===== config.mk =====
export PLATFORM = sky130hd
export DESIGN_NAME = gemm_mac_unit
export DESIGN_NICKNAME = d
export VERILOG_FILES = /design/src/rtl/gemm_mac_unit.sv
export SDC_FILE = /design/constraint.sdc
export NUM_CORES = 1
export LEC_CHECK = 0
export BUFFER_PORTS_ARGS = -buffer_cell sky130_fd_sc_hd__clkbuf_2
export CAP_MARGIN = 20
export CORE_MARGIN = 4
export CORE_UTILIZATION = 60
export DETAILED_ROUTE_END_ITERATION = 10
export PLACE_DENSITY = 0.9
export SLEW_MARGIN = 30
export SYNTH_ARGS = -nofsm -noshare
export SYNTH_HDL_FRONTEND = slang
export SYNTH_SLANG_ARGS = --single-unit

===== constraint.sdc =====
create_clock -name clk -period 9.68 [get_ports clk]
set_clock_uncertainty 0.15 [all_clocks]
set_input_delay 1.452 -clock clk [delete_from_list [all_inputs] [get_ports clk]]
set_output_delay 1.452 -clock clk [all_outputs]
set_load 0.005 [all_outputs]

===== src/rtl/gemm_mac_unit.sv =====
// Serial signed dot-product engine: accumulates one element product per cycle over
// S2P_SIZE**2-element blocks and emits the sum after i_blocks blocks.
`ifndef DATA_WIDTH
`define DATA_WIDTH 8
`endif
`ifndef S2P_SIZE
`define S2P_SIZE 3
`endif

module gemm_mac_unit #(
   parameter int DATA_WIDTH = `DATA_WIDTH,
   parameter int S2P_SIZE   = `S2P_SIZE,
   parameter int ACC_WIDTH  = 32
) (
   input  logic                                        clk,
   input  logic                                        rstn,
   input  logic                                        i_flag_buffer,
   input  logic [S2P_SIZE*S2P_SIZE*DATA_WIDTH-1:0]     i_matrix_tensor,
   input  logic [S2P_SIZE*S2P_SIZE*DATA_WIDTH-1:0]     i_matrix_weight,
   input  logic [7:0]                                  i_blocks,
   output logic [ACC_WIDTH-1:0]                        o_result,
   output logic                                        o_result_valid,
   output logic                                        o_busy,
   output logic                                        o_drop
);

   localparam int N     = S2P_SIZE * S2P_SIZE;
   localparam int IDX_W = (N > 1) ? $clog2(N) : 1;
   localparam logic [IDX_W-1:0] LAST_IDX = IDX_W'(N - 1);

   typedef enum logic {IDLE, MAC} state_t;

   state_t                        state, state_next;
   logic signed [DATA_WIDTH-1:0]  tensor_q [N];
   logic signed [DATA_WIDTH-1:0]  weight_q [N];
   logic [IDX_W-1:0]              idx;
   logic [7:0]                    blk_cnt;
   logic [7:0]                    blk_total;
   logic signed [ACC_WIDTH-1:0]   acc;
   logic signed [ACC_WIDTH-1:0]   acc_next;
   logic signed [ACC_WIDTH-1:0]   prod_ext;
   logic signed [2*DATA_WIDTH-1:0] prod;
   logic                          last_elem;
   logic                          final_blk;
   logic                          accept;
   logic                          group_start;
   logic                          drop;

   // The single multiplier is shared across elements by muxing on idx.
   assign prod      = tensor_q[idx] * weight_q[idx];
   assign prod_ext  = ACC_WIDTH'(prod);
   assign acc_next  = acc + prod_ext;
   assign final_blk = (blk_cnt == blk_total - 8'd1);
   assign o_busy    = (state == MAC);

   always_ff @(posedge clk or negedge rstn) begin
      if (!rstn) begin
         state <= IDLE;
      end else begin
         // NOTE: sequential state uses <= so every register samples pre-edge values.
         state <= state_next;
      end
   end

   always_comb begin
      // NOTE: every output of this block gets a default first so no latch is inferred.
      state_next  = state;
      accept      = 1'b0;
      drop        = 1'b0;
      last_elem   = 1'b0;
      group_start = 1'b0;
      case (state)
         IDLE: begin
            accept      = i_flag_buffer;
            group_start = (blk_cnt == 8'd0);
            if (accept) state_next = MAC;
         end
         MAC: begin
            last_elem   = (idx == LAST_IDX);
            accept      = i_flag_buffer && last_elem;
            drop        = i_flag_buffer && !last_elem;
            // A flag landing on the final MAC of the group opens the next group.
            group_start = last_elem && final_blk;
            if (last_elem && !accept) state_next = IDLE;
         end
         default: state_next = IDLE;
      endcase
   end

   always_ff @(posedge clk or negedge rstn) begin
      if (!rstn) begin
         idx            <= '0;
         blk_cnt        <= 8'd0;
         blk_total      <= 8'd1;
         acc            <= '0;
         o_result       <= '0;
         o_result_valid <= 1'b0;
         o_drop         <= 1'b0;
         // NOTE: the work arrays are small register files, so they take the async reset too.
         for (int k = 0; k < N; k++) begin
            tensor_q[k] <= '0;
            weight_q[k] <= '0;
         end
      end else begin
         o_result_valid <= 1'b0;
         o_drop         <= drop;
         if (state == MAC) begin
            if (last_elem) begin
               idx <= '0;
               if (final_blk) begin
                  o_result       <= acc_next;
                  o_result_valid <= 1'b1;
                  acc            <= '0;
                  blk_cnt        <= 8'd0;
               end else begin
                  acc     <= acc_next;
                  blk_cnt <= blk_cnt + 8'd1;
               end
            end else begin
               acc <= acc_next;
               idx <= idx + IDX_W'(1);
            end
         end
         if (accept) begin
            idx <= '0;
            for (int k = 0; k < N; k++) begin
               tensor_q[k] <= i_matrix_tensor[k*DATA_WIDTH +: DATA_WIDTH];
               weight_q[k] <= i_matrix_weight[k*DATA_WIDTH +: DATA_WIDTH];
            end
            if (group_start) blk_total <= (i_blocks == 8'd0) ? 8'd1 : i_blocks;
         end
      end
   end

endmodule


==> results of run 1 <==
final cells by class:
type,instances,area [sq um],share of cell area (%)
multi-input cells,904,9090,51.2
flip-flops and latches,231,5780,32.6
repair buffers,201,1050,5.91
clock buffers,37,719,4.05
inverters,157,589,3.32
well taps,330,413,2.33
clock inverters,7,114,0.641
metal layers:
| layer | GRT usage (%) | up-vias | part of all wire, % |
|---|---|---|---|
| met5 | 0 | - | 0 |
| met4 | 8.75 | 0 | 3.5 |
| met3 | 6.20 | 117 | 8.1 |
| met2 | 48.3 | 498 | 51 |
| met1 | 35.3 | 5694 | 37 |
| li1 | - | 4946 | - |
how the worst max path moves through the flow:
| stage | startpoint | to | slack, ps | depth (start not counted) |
|---|---|---|---|---|
| 2_1_floorplan | idx[1] | o_result[30] | 2250 | 22 |
| 3_3_place_gp | idx[0] | o_result[23] | 1600 | 23 |
| 3_5_place_dp | idx[0] | o_result[23] | 1320 | 23 |
| 4_1_cts | idx[0] | o_result[23] | 1250 | 23 |
| 5_1_grt | idx[0] | o_result[23] | 710 | 23 |
| 6_report | idx[0] | o_result[23] | 1200 | 23 |
per-stage QoR:
step	instance area (sq um)	setup slack (ps)	std cells	util [%]	hold WS, ps
global placement	16900	1600	1823	66.4	312
global route	17800	710	1867	69.7	358
finish	17800	1200	1867	69.7	329
detailed placement	16900	1320	1823	66.4	320
floorplan	15700	2250	1353	-	323
CTS	17800	1250	1867	69.7	334
flip-flops by register name, indices dropped and copies added, names as in the netlist:
name            cells
o_busy              1
o_drop              1
o_result_valid      1
weight_q           72
idx                 4
o_result           32
blk_cnt             8
blk_total           8
acc                32
tensor_q           72
worst register-to-register path, stage by stage, from the launching register on:
cell	delay (ps)
dfrtp_2	710
buf_4	490
mux4_2	590
mux2i_1	170
nor2_1	60
a21oi_1	520
inv_1	200
nor2_1	150
a21oi_1	60
ha_1	360
inv_1	80
fa_1	590
inv_1	590
fa_1	580
fa_1	470
ha_1	300
ha_1	400
a21oi_1	310
o21ai_0	230
or4_1	430
o21a_1	200
o41ai_1	330
xor2_1	240
o21ai_0	110
cells in the mapped netlist, types with 5 or more instances:
| cell | instances |
|---|---|
| mux2_2 | 151 |
| fa_1 | 136 |
| and2_1 | 6 |
| o211ai_1 | 5 |
| ha_1 | 75 |
| nor2b_1 | 7 |
| nand4_1 | 9 |
| nand3_1 | 16 |
| nand2b_1 | 10 |
| o21ai_0 | 61 |
| nor3_1 | 8 |
| o21a_1 | 8 |
| nand2_1 | 90 |
| o22ai_1 | 33 |
| mux2i_1 | 18 |
| nor2_1 | 67 |
| dfrtp_1 | 230 |
| xor2_1 | 24 |
| a21o_1 | 9 |
| inv_1 | 157 |
| buf_2 | 19 |
| a31oi_1 | 5 |
| a21oi_1 | 46 |
| clkbuf_1 | 36 |
| xnor2_1 | 20 |
| mux4_2 | 32 |
kinds of logic after synthesis:
family / synth area share, %
AOI/OAI and AO/OA: 8.03
adders and majority gates: 23.3
DFF: 36.8
muxes: 16.6
xor gates and xnor gates: 2.60
buffers and inverters: 5.43
and+or+nand+nor: 7.30
==> flow_summary.ini, run 1 <==
[cts]
post_cts_buffers = 0
cts_root_buf = clkbuf_16
clk_pin_slew_ps = 60
clk_latency_ps = 550
htree_levels = 1
cts_buffer_depth = 3
hold_buffers = 0
clock-sinks = 231
cts_resized = 0
cts_buffers = 24
cts_tree = built

[synthesis]
ys_seq_area_share_pct = 36.8
yosys.cell_types.count = 63
synth_area_leader_cell = dfrtp_1
synth_warnings = 0
ys_async_sr_fraction_pct = 100
synthFlopType = dfrtp_1
ys_top_cells_by_area = dfrtp_1 (37%), fa_1 (17%), mux2_2 (11%)
synthesis.nets = 1719
avgSynthCellArea_sq_um = 11.6
synth_enable_flop_cells = 0
synth-seq-cells = 231
postSynthCellCount = 1353
synth_top_area_share_pct = 36.6
syn-cell-area_sq_um = 15700

[timing]
hold_viol_final = 0
slew_headroom_pct = 34.8
fmax_ghz = 0.118
setup_viol = 0
worst_pin_slew_ps = 977
rsz0062_at_grt = no
min_period_ps = 8480
finalCritPeriodShare_pct = 87.6
slew_viol_final = 0
fin_tns_setup_ps = 0

[routing]
via_per_inst = 6.03
wl_per_cell_microns = 21.2
ant_nets = 0
detail_route.wirelength_microns = 39500
drtIter0Drc = 625
drc = 0
vias = 11255
first_pass_iters = 5

[setup_path]
path_cells = buf_4, mux4_2, mux2i_1, nor2_1, a21oi_1, inv_1, nor2_1, a21oi_1, ha_1, inv_1, fa_1, inv_1, fa_1, fa_1, ha_1, ha_1, a21oi_1, o21ai_0, or4_1, o21a_1, o41ai_1, xor2_1, o21ai_0
cp_max_fo = 24
setup.worst_path.start_class = flip-flop
cp_data_arrival_time_ps = 8720
cp.required_ps = 9920
crit_type = flip-flop to flip-flop
critPathTopFamily = adder cells
r2r_start = idx[0]
timing.rr.end = o_result[23]
reg2regPathDepth = 23
crit_slowest_cell = dfrtp_2
end_kind = flip-flop
r2r_slack_ps = 1200
timing.critical_path.buf_inv = 4
max_stage_delay_ps = 710

[flow_run]
drv_cap = 0

[finish]
final_net_count = 1885
n_fill_cell = 1693
layout_commonest_cell = dfrtp_1
area_delta_synth_final_pct = 13.0
drive_above_1_share_pct = 28.4
diodes = 0
layout_common_cells = dfrtp_1 (228), clkbuf_2 (188), inv_1 (157)

[min_path]
min_to = o_result[14]
hold-path-cell-count = 2
hold_start = o_result[14]
hp-class = flip-flop to flip-flop

[die]
rows = 58
die-height_microns = 170
boundaryPins = 190
initial_utilization_pct = 61.7
die_w_microns = 170
core_area_sq_um = 25500
die_area_sq_um = 28800

[placement]
post-dp-hpwl_microns = 28900
gp_congestion = 0.946
numPortBuffers = 189

[grt]
grt_pass1_wl_microns = 63900
grt_pass1_vias = 12337
grtUsageTotal_pct = 27.9
grt_max_degree = 95
antenna_found_initial = 0
overflow = 0

[run_status]
status = completed
Power of run 1 is not shown: default switching activity piles up to over one toggle a cycle in this logic, so the estimate is an artifact.
==> run 2: changes to the inputs <==
CELL_PAD_IN_SITES_DETAIL_PLACEMENT = 0   (was unset)
CELL_PAD_IN_SITES_GLOBAL_PLACEMENT = 1   (was unset)
CORE_UTILIZATION = 48   (was 60)
==> run 2 against run 1 <==
Largest cell class unchanged. Worst setup slack better by 130 ps. Routed wire length down 7.8%. Register-to-register slack better by 130 ps. Non-clock buffer count unchanged. Global-route usage down 6.9 points. Final cell count up 5.7%.
==> flow_summary.ini, run 2 (synthesis gave the netlist of run 1 again) <==
[cts]
clk_latency_ps = 540
post_cts_buffers = 0
cts_buffers = 25
htree_levels = 1
hold_buffers = 0
clk_pin_slew_ps = 60
cts_buffer_depth = 3
clock-sinks = 231
cts_tree = built
cts_resized = 0
cts_root_buf = clkbuf_16

[setup_path]
setup.worst_path.start_class = flip-flop
crit_type = flip-flop to flip-flop
end_kind = flip-flop
cp.required_ps = 9920
cp_data_arrival_time_ps = 8600
cp_max_fo = 20

[placement]
post-dp-hpwl_microns = 27700
gp_congestion = 0.910
numPortBuffers = 189

[grt]
antenna_found_initial = 3
overflow = 0
grtUsageTotal_pct = 21.0
grt_pass1_vias = 11738
grt_max_degree = 85
grt_pass1_wl_microns = 61300

[min_path]
hp-class = flip-flop to flip-flop

[finish]
layout_common_cells = dfrtp_1 (229), clkbuf_2 (188), inv_1 (157)
drive_above_1_share_pct = 28.6
area_delta_synth_final_pct = 13.8
layout_commonest_cell = dfrtp_1
reg_top3 = tensor_q: 72 flops, weight_q: 72 flops
diodes = 0
final_net_count = 1886

[routing]
wl_per_cell_microns = 18.5
drc = 0
ant_nets = 0
first_pass_iters = 7
detail_route.wirelength_microns = 36400
vias = 10681
drtIter0Drc = 601
via_per_inst = 5.41

[die]
rows = 65
die_w_microns = 189
core_area_sq_um = 32000
boundaryPins = 190
die_area_sq_um = 35700
die-height_microns = 189
initial_utilization_pct = 49.2

[timing]
hold_viol_final = 0
slew_viol_final = 0
min_period_ps = 8360
slew_headroom_pct = 39.6
fmax_ghz = 0.120
fin_tns_setup_ps = 0
finalCritPeriodShare_pct = 86.3
whs_ps = 324
setup_viol = 0
worst_pin_slew_ps = 895
rsz0062_at_grt = no

[run_status]
status = completed

[flow_run]
drv_cap = 0
[run 2: changes by cell type in the layout (fill, tap and decap cells not counted), sizes merged]
cell	change
clkinvlp	+1
clkinv	+2
inv	+2
bufinv	-1
clkbuf	-3
[run 2: final cells by class]
cell class,instances,area (sq um)
well taps,435,544
clock buffers,34,719
multi-input cells,904,9090
inverters,157,589
repair buffers,201,1060
fillers,2649,14100
flip-flops and latches,231,5780
clock inverters,11,93.8
[run 2: worst paths after layout]
path | start | endpoint | slack, ps | depth (start not counted)
max | idx[1] | o_result[23] | 1320 | 23
min | o_result[11] | o_result[11] | 320 | 2
max reg2reg | idx[1] | o_result[23] | 1320 | 23
min reg2reg | o_result[11] | o_result[11] | 320 | 2
max in group asynchronous | rstn | tensor_q[69] | 7450 | 2
min in group asynchronous | rstn | weight_q[22] | 760 | 1
[run 2: critical path, cell delays in order, from the launching register on]
cell     delay [ps]
dfrtp_1         860
buf_4           440
mux4_2          360
mux2i_1         180
nor2_1           70
a21oi_1         520
inv_1           190
nor2_1          190
a21oi_1          70
ha_1            360
inv_1            60
fa_1            500
inv_1           600
fa_1            560
fa_1            440
ha_1            290
ha_1            390
a21oi_1         330
o21ai_0         280
or4_1           460
o21a_1          220
o41ai_1         330
xor2_1          230
o21ai_0          90
[run 2: layer usage]
layer / track usage (%) / share of wire [%]
met2: 34.3 / 48
met3: 4.26 / 6.4
met1: 29.5 / 44
met4: 4.29 / 2.0
met5: 0 / 0.093
[run 2: per-stage QoR]
step	instance area (sq um)	instances	setup slack (ps)	utilization, %
2_1_floorplan	15700	1353	2250	-
3_3_place_gp	17100	1928	1470	53.4
3_5_place_dp	17100	1928	1380	53.4
4_1_cts	17900	1973	1320	55.9
5_1_grt	17900	1973	754	55.9
6_report	17900	1973	1320	55.9
Power of run 2 is left out for the same reason.
==> run 3: changes to the inputs <==
CORE_ASPECT_RATIO = 0.6   (was unset)
==> run 3 against run 2 <==
First-iteration DRC count is 36% higher. Sequential cell count stayed put. Critical path depth down 3.
==> flow_summary.ini, run 3 (synthesis gave the netlist of run 1 again) <==
[timing]
slew_headroom_pct = 43.6
fin_tns_setup_ps = 0
fin_ws_ps = 1630
slew_viol_final = 0
finalCritPeriodShare_pct = 83.2
worst_pin_slew_ps = 846
rsz0062_at_grt = no
min_period_ps = 8050
hold_viol_final = 0
fmax_ghz = 0.124
setup_viol = 0

[finish]
drive_above_1_share_pct = 28.6
final_net_count = 1887
layout_common_cells = dfrtp_1 (229), clkbuf_2 (188), inv_1 (157)
diodes = 0
area_delta_synth_final_pct = 13.8
reg_top3 = tensor_q: 72 flops, weight_q: 72 flops
layout_commonest_cell = dfrtp_1

[die]
initial_utilization_pct = 49.5
rows = 50
core_area_sq_um = 31700
die_w_microns = 242
die-height_microns = 148
boundaryPins = 190
die_area_sq_um = 35800

[grt]
grt_pass1_wl_microns = 65100
grtUsageTotal_pct = 22.7
grt_max_degree = 113
antenna_found_initial = 1
grt_pass1_vias = 11526
overflow = 0

[setup_path]
cp.required_ps = 9930
end_kind = flip-flop
cp_data_arrival_time_ps = 8300
setup.worst_path.start_class = flip-flop
cp_max_fo = 23
crit_type = flip-flop to flip-flop

[routing]
vias = 10902
wl_per_cell_microns = 20.3
detail_route.wirelength_microns = 39700
ant_nets = 0
first_pass_iters = 5
drtIter0Drc = 820
drc = 0
via_per_inst = 5.58

[cts]
cts_tree = built
cts_buffer_depth = 3
clk_pin_slew_ps = 70
cts_root_buf = clkbuf_16
clock-sinks = 231
clk_latency_ps = 540
cts_resized = 0
htree_levels = 1
post_cts_buffers = 0
hold_buffers = 0
cts_buffers = 23

[placement]
post-dp-hpwl_microns = 30300
numPortBuffers = 189
post-place-ws_ps = 1670
gp_congestion = 0.902

[flow_run]
drv_cap = 0

[min_path]
hp-class = flip-flop to flip-flop

[run_status]
status = completed
-- run 3: path summary, 6_finish.rpt --
check	startpoint	end	slack, ps	cells past startpoint
min in group asynchronous	rstn	tensor_q[25]	820	1
min reg2reg	o_result[22]	o_result[22]	330	2
max	idx[0]	acc[23]	1630	20
max in group asynchronous	rstn	blk_total[4]	7330	2
max reg2reg	idx[0]	acc[23]	1630	20
min	o_result[22]	o_result[22]	330	2
-- run 3: layout make-up --
class,instances,area (sq um)
clock buffers,29,628
clock inverters,13,181
fillers,2645,13800
inverters,157,589
multi-input cells,904,9090
flip-flops and latches,231,5780
well taps,416,520
repair buffers,204,1080
-- run 3: per-layer routing --
metal / share of wire [%] / global-route usage [%]
met1: 47 / 34.2
met2: 44 / 33.9
met5: 0.030 / 0
met4: 1.3 / 3.19
met3: 7.9 / 6.20
-- run 3: worst max-delay path, cell delays in order (launching register included) --
cell	delay [ps]
dfrtp_2	780
mux4_2	580
mux2i_1	180
nor2_1	60
a21oi_1	570
inv_1	140
nand2_1	220
fa_1	540
fa_1	610
inv_1	550
fa_1	550
fa_1	440
ha_1	300
ha_1	400
a21oi_1	340
o21ai_0	220
or4_1	430
o21a_1	230
o41ai_1	320
xor2_1	220
o22ai_1	110
-- run 3: stage by stage --
| step | area (sq um) | cells | utilization (%) | hold WS (ps) |
|---|---|---|---|---|
| global route | 17900 | 1954 | 56.4 | 346 |
| floorplan | 15700 | 1353 | - | 323 |
| global placement | 17000 | 1911 | 53.7 | 314 |
| finish | 17900 | 1954 | 56.4 | 329 |
| CTS | 17900 | 1954 | 56.4 | 335 |
| detailed placement | 17100 | 1912 | 53.8 | 320 |
Power of run 3 is left out for the same reason.
